`config.mk`:
```
export PLATFORM = sky130hd
export DESIGN_NAME = sram_readback
export DESIGN_NICKNAME = d
export VERILOG_FILES = /design/src/rtl/sram_pkg.sv /design/src/rtl/rb_skid_fifo.sv /design/src/rtl/sram_readback.sv
export SDC_FILE = /design/constraint.sdc
export NUM_CORES = 1
export LEC_CHECK = 0
export BUFFER_PORTS_ARGS = -buffer_cell sky130_fd_sc_hd__buf_4
export CAP_MARGIN = 20
export CORE_MARGIN = 2
export CORE_UTILIZATION = 59
export CTS_CLUSTER_DIAMETER = 60
export DETAILED_ROUTE_END_ITERATION = 7
export GPL_ROUTABILITY_DRIVEN = 0
export HOLD_SLACK_MARGIN = 0.03
export PLACE_DENSITY = 0.92
export SKIP_CTS_REPAIR_TIMING = 1
export SLEW_MARGIN = 20
export SYNTH_ARGS = -nofsm -noshare
export SYNTH_HDL_FRONTEND = slang
export SYNTH_HIERARCHICAL = 1
export SYNTH_SLANG_ARGS = --single-unit
```
`constraint.sdc`:
```
create_clock -name CLK -period 5.5 [get_ports CLK]
set_input_delay 0 -clock CLK [delete_from_list [all_inputs] [get_ports CLK]]
set_output_delay 0 -clock CLK [all_outputs]
set_load 0.02 [all_outputs]
```
`src/rtl/sram_pkg.sv`:
```
// Shared types and constants for the SRAM read-side (and future write-side) helpers.
package sram_pkg;

  localparam int unsigned RAM_ADDR_W = 4;
  localparam int unsigned RAM_DATA_W = 8;
  localparam int unsigned RAM_DEPTH  = 16;

  typedef enum logic [1:0] {
    StIdle,
    StRead,
    StFlush,
    StDone
  } rb_state_e;

endpackage

```
`src/rtl/rb_skid_fifo.sv`:
```
// Two-entry synchronous FIFO with push/pop/count; head is always visible on head.
module rb_skid_fifo
  import sram_pkg::*;
#(
  parameter int unsigned DATA_W = RAM_DATA_W
) (
  input  logic              CLK,
  input  logic              RESET_N,
  input  logic              push,
  input  logic [DATA_W-1:0] push_data,
  input  logic              pop,
  output logic [DATA_W-1:0] head,
  output logic [1:0]        count
);

  logic [DATA_W-1:0] mem_q [2];
  logic              wr_ptr_q;
  logic              rd_ptr_q;
  logic [1:0]        count_q;

  always_ff @(posedge CLK or negedge RESET_N) begin
    if (!RESET_N) begin
      mem_q[0] <= '0;
      mem_q[1] <= '0;
      wr_ptr_q <= 1'b0;
      rd_ptr_q <= 1'b0;
      count_q  <= 2'd0;
    end else begin
      if (push) begin
        mem_q[wr_ptr_q] <= push_data;
        wr_ptr_q        <= ~wr_ptr_q;
      end
      if (pop) begin
        rd_ptr_q <= ~rd_ptr_q;
      end
      if (push && !pop) begin
        count_q <= count_q + 2'd1;
      end else if (pop && !push) begin
        count_q <= count_q - 2'd1;
      end
    end
  end

  assign head  = mem_q[rd_ptr_q];
  assign count = count_q;

  // A push into a full FIFO without a simultaneous pop means the issuer broke its credit rule.
  overflow_a : assert property (@(posedge CLK) disable iff (!RESET_N)
    !(push && !pop && count_q == 2'd2))
    else $error("rb_skid_fifo: overflow");

  underflow_a : assert property (@(posedge CLK) disable iff (!RESET_N)
    !(pop && count_q == 2'd0))
    else $error("rb_skid_fifo: underflow");

endmodule

```
`src/rtl/sram_readback.sv`:
```
// Walks a RAM address range through the synchronous read port and streams words out.
// Optional trailing XOR checksum word when SRAM_READBACK_CKSUM_EN is defined.
module sram_readback
  import sram_pkg::*;
#(
  parameter int unsigned ADDR_W    = RAM_ADDR_W,
  parameter int unsigned DATA_W    = RAM_DATA_W,
  parameter int unsigned BUF_DEPTH = 2
) (
  input  logic              CLK,
  input  logic              RESET_N,
  input  logic              start,
  input  logic [ADDR_W-1:0] start_addr,
  input  logic [ADDR_W:0]   len,
  output logic              ram_cs,
  output logic              ram_rd,
  output logic [ADDR_W-1:0] ram_addr,
  input  logic [DATA_W-1:0] ram_rdata,
  output logic [DATA_W-1:0] out_data,
  output logic              out_valid,
  input  logic              out_ready,
  output logic              busy,
  output logic              done
);

  rb_state_e         state_q, state_d;
  logic [ADDR_W-1:0] cur_addr_q, cur_addr_d;
  logic [ADDR_W:0]   remaining_q, remaining_d;
  logic              inflight_q;

  logic [DATA_W-1:0] fifo_head;
  logic [1:0]        fifo_count;
  logic              fifo_pop;
  logic              drained;
  logic [2:0]        occ;
  logic              issue;
  logic              tail_accept;

  rb_skid_fifo #(
    .DATA_W(DATA_W)
  ) u_fifo (
    .CLK      (CLK),
    .RESET_N  (RESET_N),
    .push     (inflight_q),
    .push_data(ram_rdata),
    .pop      (fifo_pop),
    .head     (fifo_head),
    .count    (fifo_count)
  );

  assign fifo_pop = (fifo_count != 2'd0) && out_ready;
  assign drained  = (fifo_count == 2'd0) && !inflight_q;

  // Stored words plus the one in flight, less the one leaving now, must leave room for another.
  assign occ   = 3'(fifo_count) + 3'(inflight_q) - 3'(fifo_pop);
  assign issue = (state_q == StRead) && (remaining_q != '0) && (occ < 3'(BUF_DEPTH));

  assign ram_cs   = issue;
  assign ram_rd   = issue;
  assign ram_addr = issue ? cur_addr_q : '0;

`ifdef SRAM_READBACK_CKSUM_EN
  logic [DATA_W-1:0] cksum_q;
  logic              cksum_phase;

  assign cksum_phase = (state_q == StFlush) && drained;
  assign out_valid   = (fifo_count != 2'd0) || cksum_phase;
  assign out_data    = cksum_phase ? cksum_q : fifo_head;
  assign tail_accept = cksum_phase && out_ready;

  always_ff @(posedge CLK or negedge RESET_N) begin
    if (!RESET_N) begin
      cksum_q <= '0;
    end else if (state_q == StIdle && start) begin
      cksum_q <= '0;
    end else if (fifo_pop) begin
      cksum_q <= cksum_q ^ fifo_head;
    end
  end
`else
  assign out_valid   = (fifo_count != 2'd0);
  assign out_data    = fifo_head;
  assign tail_accept = drained;
`endif

  always_comb begin
    state_d     = state_q;
    cur_addr_d  = cur_addr_q;
    remaining_d = remaining_q;
    busy        = (state_q != StIdle);
    done        = 1'b0;
    unique case (state_q)
      StIdle: begin
        if (start) begin
          cur_addr_d  = start_addr;
          remaining_d = len;
          state_d     = (len != '0) ? StRead : StFlush;
        end
      end
      StRead: begin
        if (issue) begin
          cur_addr_d  = cur_addr_q + 1'b1;
          remaining_d = remaining_q - 1'b1;
          if (remaining_q == (ADDR_W+1)'(1)) begin
            state_d = StFlush;
          end
        end
      end
      StFlush: begin
        if (tail_accept) begin
          state_d = StDone;
        end
      end
      StDone: begin
        done    = 1'b1;
        state_d = StIdle;
      end
      default: state_d = StIdle;
    endcase
  end

  always_ff @(posedge CLK or negedge RESET_N) begin
    if (!RESET_N) begin
      state_q     <= StIdle;
      cur_addr_q  <= '0;
      remaining_q <= '0;
      inflight_q  <= 1'b0;
    end else begin
      state_q     <= state_d;
      cur_addr_q  <= cur_addr_d;
      remaining_q <= remaining_d;
      inflight_q  <= issue;
    end
  end

endmodule

```
-- Word level (Yosys, flattened, before mapping)
Index checks and enable logic that the tools add are counted.
- register bits after elaboration: 32
- output and inout bits: 17
- word-level logic and storage cells: 72
- $add $sub $neg: 6
- magnitude comparators: 4
- eq/ne operators: 8
- muxes and demuxes: 22
- bitwise logic cells: 4
- reduce and logical (&&, ||, !) cells: 19
- operators with widths (cell ; number):
    $mux W8 ; 4
    $bwmux W16 ; 1
    $mux W2 ; 7
    $mux W4 ; 3
    $mux W5 ; 2
    $pmux W5 S2 ; 1
    $reduce_bool A5 Y1 ; 2
    $demux W8 S1 ; 1
    $pmux W2 S4 ; 1
    $pmux W4 S2 ; 1
    $reduce_bool A2 Y1 ; 4
    $logic_and A1 B1 Y1 ; 7
    $ne A2 B2 Y1 const B ; 3
    $eq A5 B1 Y1 const B ; 1
    $sub A5 B1 Y5 const B ; 1
    $add A4 B1 Y4 const B ; 1
    $eq A2 B2 Y1 const B ; 2
    $ge A2 B2 Y1 const B ; 2
    $logic_not A2 Y1 ; 2
    $not A1 Y2 ; 2
    $reduce_and A4 Y1 ; 1
    $add A2 B1 Y3 ; 1
    $lt A3 B2 Y1 const B ; 1
    $reduce_and A3 Y1 ; 1
    other kinds (9) ; 11

-- Longest topological paths before layout
Gate-level depths: netlist of the first run.
- word-level depth: 7
- gate-level depth with buffers: 9

-- By module
The synthesis of the first run kept the hierarchy.
- modules (own cells, without submodules) (module ; times used ; cells each ; area each (µm²)):
    sram_readback ; 1 ; 95 ; 977.2
    rb_skid_fifo ; 1 ; 56 ; 895.9

-- Worst setup path before layout of the first run
Ideal clock, no wire load.
- path type: reg2out
- from: reg u_fifo.count_q[1], in the netlist u_fifo/count[1]
- to: out ram_addr[1]
- arrival: 3004 ps
- required time: 5500 ps
- path slack: 2496 ps
- cell stages (with the launch flop): 9
- path buffers: 0
- path through: dfrtp_1 -> or2_2 -> and2_1 -> ha_1 -> nand2b_1 -> fa_1 -> xor2_1 -> nor3_1 -> and2_1
- cells in the longest elaborated chain, start to end: 6
- elaborated cells on any way between the ends: 7
- RTL lines (element ; line ; text):
    from (decl) ; rb_skid_fifo.sv:19 ; logic [1:0] count_q;
    from (signal assigned) ; rb_skid_fifo.sv:37 ; count_q <= count_q + 2'd1;
    from (signal assigned) ; rb_skid_fifo.sv:39 ; count_q <= count_q - 2'd1;
    $reduce_bool A2 Y1 ; - ;
    net out_valid ; sram_readback.sv:20 ; output logic out_valid,
    $logic_and A1 B1 Y1 ; sram_readback.sv:51 ; assign fifo_pop = (fifo_count != 2'd0) && out_ready;
    net fifo_pop ; sram_readback.sv:33 ; logic fifo_pop;
    $sub A3 B1 Y3 ; sram_readback.sv:55 ; assign occ = 3'(fifo_count) + 3'(inflight_q) - 3'(fifo_pop);
    $lt A3 B2 Y1 ; sram_readback.sv:56 ; assign issue = (state_q == StRead) && (remaining_q != '0) && (occ < 3'(BUF_DEPTH));
    $logic_and A1 B1 Y1 ; sram_readback.sv:56 ;
    net ram_cs ; sram_readback.sv:15 ; output logic ram_cs,
    $mux W4 ; sram_readback.sv:60 ; assign ram_addr = issue ? cur_addr_q : '0;
    to (decl) ; sram_readback.sv:17 ; output logic [ADDR_W-1:0] ram_addr,
The timed path passes the listed nets, and every way through them passes these cells.

-- Worst setup path in the final report of the first run
- from: reg u_fifo.count_q[1], in the netlist u_fifo/count[1]
- to: out ram_addr[1]
- cells in the longest elaborated chain, start to end: 6
- elaborated cells on any way between the ends: 7
- RTL lines (element ; line):
    $reduce_bool A2 Y1 ; sram_readback.sv:51
    $logic_and A1 B1 Y1 ; sram_readback.sv:51
    net fifo_pop ; sram_readback.sv:33
    $sub A3 B1 Y3 ; sram_readback.sv:55
    $lt A3 B2 Y1 ; sram_readback.sv:56
    $logic_and A1 B1 Y1 ; sram_readback.sv:56
    $mux W4 ; sram_readback.sv:60
The timed path passes the listed nets, and every way through them passes these cells.

==> metrics.txt, run 1 <==
Worst Path Required=5500 ps; most area-consuming cells after synthesis=dfrtp_1, mux2_2, mux2_4, ha_1, mux2i_1; CTS Buf Count=5; Net Sw Frac=42.0%; clock-pin slew on the worst setup and hold paths=110 ps; DR iter-0 viols=52; biggest area consumer among synthesized cells=dfrtp_1; Switch Pwr=0.000625 W; Syn. warnings=6; overall routing resource usage=26.3%; Max IR drop VDD=0.000331 V; H-tree depth=2; Die W=60.3 microns; initial antenna violation count=0; endpoints failing hold=0; synthesized flop and latch total=32; remaining antenna violation count=0; CTS tree=yes; min-delay src=len[1]; drt drc=0; Final Cycle Share=60.4%; RR Endpoint=cur_addr_q[1]$_DFFE_PN0P_; Util after Layout=80.5%; status=finished clean; synthesis-to-layout area growth=30.1%; post-synthesis async set-or-reset flop share=100%; DP Wirelength=3.03 mm; vias in the first global route=1,471; Mapped Avg Cell Area=12.4 sq um; minimum clock period=3320 ps; CTS root buf=clkbuf_4; Worst Hold End=remaining_q[1]$_DFFE_PN0P_; number of I/O pins=38; row count=20; Worst Setup Path Type=reg2out; setup TNS=0 ps; grt total ovfl=0; sequential power share=31.8%; Cells after Synth=151; Layout Nets=242; pin count of the biggest net entering global routing=33; Final Slew Violations=0; Die Area=3640 sq um; Hold Path Stages=3; Data arrival, critical path=3320 ps; number of synthesized flops with an enable pin=0; R2R Setup Slk=2380 ps; Starting Density=61.9%; Vias=1,432; worst setup path start=u_fifo/count[1]$_DFFE_PN0P_; maxcap violations=0; diode count=0; worst r2r path cells=9; Longest Clk Path Bufs=2; Post-synth top flop=dfrtp_1; compound-cell area share of the yosys netlist=6.81%; Worst slew margin=59.2%; core region area=3030 sq um; share of the synthesized area in the top cell type=42.8%; final WL=4.33 mm; power per cell area=610 nW/um^2; drt wl/cell=17.0 microns; Int Pwr=0.000862 W; synth unique cells=40; port bufs=37; worst r2r src=u_fifo/count[1]$_DFFE_PN0P_; RSZ-0062 raised after global routing=no; simple-gate share of the synthesized area=13.8%; Slew @ Worst Pin=608 ps; Clock Sinks=32; # fillers=170; Seq/Total Area, Yosys=42.8%; Comb pwr share=55.8%; chip height=60.3 microns; final setup vio count=0; combinational family with the most area after synthesis=multiplexers; Synth Area in XOR/XNOR=2.81%; cell area after synthesis=1870 sq um; Worst Hold Class=in2reg; 1st-pass router iterations=4; hold_ws=4.71 ps; first-pass GRT wire length=6.92 mm; crit start category=flip-flop; Avg Vias per Cell=5.64; Adder-Cell Fraction of Synth Area=8.42%; leak pwr=1.14 nW; Post-Syn Nets=184; Crit Path Max Fanout=7; layout cells sized above 1=39.5%; post-synthesis mux area share=21.4%; f_max=0.301 GHz; Final Skew=5.95 ps; clock power share=12.5%; worst skew pair latency=350 ps; Crit. End Element=primary output
## worst max-delay path by stage
stage	depth (start not counted)	slack, ps	to
after floorplan	8	2500	ram_addr[1]
after global placement	9	2560	cur_addr_q[1]$_DFFE_PN0P_
after detailed placement	9	2410	cur_addr_q[1]$_DFFE_PN0P_
after CTS	9	2140	ram_addr[1]
after global routing	9	1970	ram_addr[2]
final	9	2180	ram_addr[1]
## Yosys cell counts (3+ instances only)
cell type,n
nor3_1,5
mux2i_1,6
and2_1,4
xor2_1,5
o32ai_1,4
inv_1,11
dfrtp_1,32
a211oi_1,4
mux2_4,10
o21ai_0,5
nor4_1,3
ha_1,11
mux2_2,17
## cell usage in the layout, fill, tap and decap left out, drive strengths merged, types with 2 or more instances in the layout
master | synthesis | final
a211oi | 4 | 4
and2 | 4 | 4
and3 | 3 | 3
buf | 4 | 37
clkbuf | 0 | 5
clkinv | 1 | 2
dfrtp | 32 | 32
dlygate4sd3 | 0 | 18
ha | 11 | 11
inv | 11 | 11
mux2 | 27 | 27
mux2i | 6 | 6
nand2 | 3 | 3
nand3b | 2 | 2
nor2 | 3 | 3
nor2b | 3 | 3
nor3 | 5 | 5
nor4 | 4 | 4
nor4b | 3 | 3
o21ai | 5 | 5
o32ai | 4 | 4
xor2 | 5 | 5
## routing by layer
metal  share of wire [%]  vias to the layer above  track usage [%]
met4                 1.0                        0             7.62
li1                    -                      662                -
met3                 4.0                        6             6.82
met5                   0                        -                0
met2                  53                       47             47.4
met1                  42                      717             30.9
## logic make-up after synthesis
kind of cell,Yosys count
AOI/OAI and AO/OA,17
xor gates and xnor gates,6
muxes,33
buffers and inverters,16
DFF,32
and+or+nand+nor,35
adders and majority gates,12
## power groups by stage
stage,registers (W),clock network [W],logic [W]
after detailed placement,0.000475,0,0.000809
final,0.000472,0.000185,0.000829
after floorplan,0.000433,0,0.000608
after CTS,0.000470,0.000186,0.000817
after global routing,0.000491,0.000196,0.000903
after global placement,0.000459,0,0.000768
## worst max-delay path, stage by stage, from the launching register on
cell and delay [ps]:
dfrtp_1 470, or2_2 320, and2_1 200, ha_1 270
nand2b_1 150, fa_1 390, xor2_1 240, nor3_1 570
and2_1 220, buf_4 140
## state kept, by name, indices dropped and copies added, names as in the netlist
| signal | flops |
|---|---|
| cur_addr_q | 4 |
| inflight_q | 1 |
| remaining_q | 5 |
| state_q | 2 |
| u_fifo/count | 2 |
| u_fifo/mem_q | 16 |
| u_fifo/rd_ptr_q | 1 |
| u_fifo/wr_ptr_q | 1 |
## per-stage QoR
| stage | setup WS (ps) | cell area (sq um) | total power, W | instances |
|---|---|---|---|---|
| global route | 1970 | 2440 | 0.00159 | 254 |
| finish | 2180 | 2440 | 0.00149 | 254 |
| floorplan | 2500 | 1870 | 0.00104 | 151 |
| detailed placement | 2410 | 2180 | 0.00128 | 228 |
| CTS | 2140 | 2260 | 0.00147 | 236 |
| global placement | 2560 | 2180 | 0.00123 | 228 |
## area by class of cell
type / count / area [sq um] / area share (%)
multi-input combinational: 103 / 998 / 41.0
sequential: 32 / 801 / 32.9
timing repair buffer: 55 / 458 / 18.8
tap: 44 / 55.1 / 2.26
inverter: 12 / 45.0 / 1.85
clock inverter: 3 / 42.5 / 1.75
clock buffer: 5 / 37.5 / 1.54
No activity file was read; power rests on OpenSTA's default activity.
==> run 2, diff against run 1 <==
Settings changed: CORE_UTILIZATION 59 to 54, PLACE_DENSITY 0.92 to 0.86.
Clock period 5.5 ns to 3.4 ns, I/O delays scaled along.
==> run 2 against run 1 <==
Net effect: sequential share of layout area hardly changed; critical path depth unchanged; clock-buffer cell count up 2; register-to-register slack got worse by 2100 ps; clock power is 75% higher; global-route usage down 5.2 points; largest power group unchanged; combinational power is 59% higher; sequential power increased by 62%.
==> metrics.txt, run 2 (synthesis results as in run 1) <==
status=finished clean; crit start category=flip-flop; DR iter-0 viols=61 (+17%); chip height=62.9 microns (+4.2%); Slew @ Worst Pin=665 ps (+57.1 ps); total area of sequential cells=801 sq um (unchanged); Data arrival, critical path=3190 ps (-130 ps); final WL=3.99 mm (-7.9%); GR peak layer=met2; Int Pwr=0.00144 W (+67%); first-pass GRT wire length=6.47 mm (-6.5%); diode count=0 (unchanged); maxcap violations=0 (unchanged); RR Endpoint=cur_addr_q[1]$_DFFE_PN0P_; dpl ws=334 ps (-2070 ps); fin worst setup slack=214 ps (-1960 ps); 1st-pass router iterations=4 (unchanged); grt total ovfl=0 (unchanged); DP Wirelength=2.75 mm (-9.2%); drt wl/cell=15.7 microns (-7.9%); worst skew pair latency=330 ps (-20 ps); endpoints failing hold=0 (unchanged); worst r2r src=u_fifo/count[1]$_DFFE_PN0P_; Switch Pwr=0.000970 W (+55%); Clock Sinks=32 (unchanged); setup TNS=0 ps (unchanged); CTS Buf Count=5 (unchanged); H-tree depth=2 (unchanged); Longest Clk Path Bufs=2 (unchanged); Crit. End Element=primary output; met2 GRT Util=34.8% (-13 points); power per cell area=986 nW/um^2 (+62%); max reg flops=16 (unchanged); clock power share=13.4% (+0.9 points); leak pwr=1.14 nW (+0.37%); most common cell after layout, fill and taps aside=buf_4; Crit Path Max Fanout=7 (unchanged); worst r2r path cells=9 (unchanged); sequential power share=31.8% (about the same); layout cells sized above 1=40.4% (+0.86 points); M1 GR Usage=26.5% (-4.4 points); placed cells=230 (+0.88%); met3 usage=5.77% (-1.1 points); clock-pin slew on the worst setup and hold paths=100 ps (about the same); fin cells=254 (unchanged); Vias=1,413 (-1.3%); crit path to=ram_addr[1]; f_max=0.314 GHz; CTS tree=yes; Final Cycle Share=93.7%; synthesis-to-layout area growth=30.3%; Util after Layout=73.1% (-7.4 points); worst setup path start=u_fifo/count[1]$_DFFE_PN0P_; remaining antenna violation count=0 (unchanged); Worst slew margin=55.5% (-3.6 points); final setup vio count=0 (unchanged); initial antenna violation count=0 (unchanged); Layout Nets=240 (-0.83%); footprint of the multi-input gates=1000 sq um (+0.50%); final instance area=2440 sq um (+0.10%); Largest regs=u_fifo/mem_q (16), remaining_q (5), cur_addr_q (4); pin count of the biggest net entering global routing=33 (unchanged); Final Slew Violations=0 (unchanged); Worst Path Required=3400 ps (-2100 ps); RSZ-0062 raised after global routing=no; vias in the first global route=1,395 (-5.2%); minimum clock period=3190 ps; Die W=62.9 microns (+4.2%); overall routing resource usage=21.1% (-5.2 points); Max IR drop VDD=0.000476 V (+44%); row count=21 (+5.0%); Final Skew=9.04 ps (+3.08 ps); Comb pwr share=54.8% (-1.0 points); Worst Setup Path Type=reg2out; # fillers=242 (+42%); Starting Density=56.1% (-5.7 points); number of I/O pins=38 (unchanged); Die Area=3960 sq um (+8.6%); Worst Hold Class=in2reg; most frequent cells in the layout=buf_4, dfrtp_1, mux2_2; CTS root buf=clkbuf_4; Avg Vias per Cell=5.56 (-1.3%); min-delay src=len[1]; largest register by flop count=u_fifo/mem_q; drt drc=0 (unchanged); R2R Setup Slk=270 ps (-2110 ps); placed cell areas=2180 sq um (+0.11%); port bufs=37 (unchanged); Net Sw Frac=40.3% (-1.7 points); core region area=3340 sq um (+10%)
==> run 2: changes by cell type in the layout (fill, tap and decap cells not counted), sizes merged <==
cell         change
dlygate4sd3      -2
clkinvlp         -1
clkbuf           +2
clkinv           -1
==> run 2: stage by stage <==
| stage | hold WS (ps) | total power [W] |
|---|---|---|
| 2_1_floorplan | -296 | 0.00168 |
| 3_3_place_gp | -50.3 | 0.00199 |
| 3_5_place_dp | -43.1 | 0.00206 |
| 4_1_cts | -407 | 0.00240 |
| 5_1_grt | 31.1 | 0.00257 |
| 6_report | 7.12 | 0.00241 |
==> run 2: final cells by class <==
type | count | area share [%]
Inverter | 12 | 1.85
Clock buffer | 7 | 2.67
Timing Repair Buffer | 53 | 17.9
Multi-Input combinational cell | 103 | 41.1
Sequential cell | 32 | 32.8
Clock inverter | 1 | 1.23
Tap cell | 46 | 2.36
==> run 2: power groups by stage <==
stage | Clock, W | Combinational, W | Sequential [W]
6_report | 0.000323 | 0.00132 | 0.000765
5_1_grt | 0.000351 | 0.00143 | 0.000792
4_1_cts | 0.000331 | 0.00130 | 0.000762
3_5_place_dp | 0 | 0.00129 | 0.000767
3_3_place_gp | 0 | 0.00124 | 0.000745
2_1_floorplan | 0 | 0.000984 | 0.000700
==> run 2: critical path, stage by stage, from the launching register on <==
cell and delay [ps]:
dfrtp_1 460, or2_2 310, and2_1 200, ha_1 270, nand2b_1 160, fa_1 390, xor2_1 550, nor3_2 170
and2_1 200, buf_4 150
==> run 2: how the worst min path moves through the flow <==
| stage | cells after the start | endpoint |
|---|---|---|
| finish | 3 | remaining_q[1]$_DFFE_PN0P_ |
| global route | 3 | u_fifo/rd_ptr_q$_DFFE_PN0P_ |
| CTS | 1 | u_fifo/mem_q[14]$_DFFE_PN0P_ |
| detailed placement | 1 | u_fifo/mem_q[7]$_DFFE_PN0P_ |
| global placement | 1 | u_fifo/mem_q[8]$_DFFE_PN0P_ |
| floorplan | 0 | cur_addr_q[0]$_DFFE_PN0P_ |
==> run 2: routing by layer <==
metal  vias to the layer above  share of wire, %
li1                        659                 -
met4                         0               1.1
met5                         -                 0
met2                        65                50
met3                         7               5.2
met1                       682                43
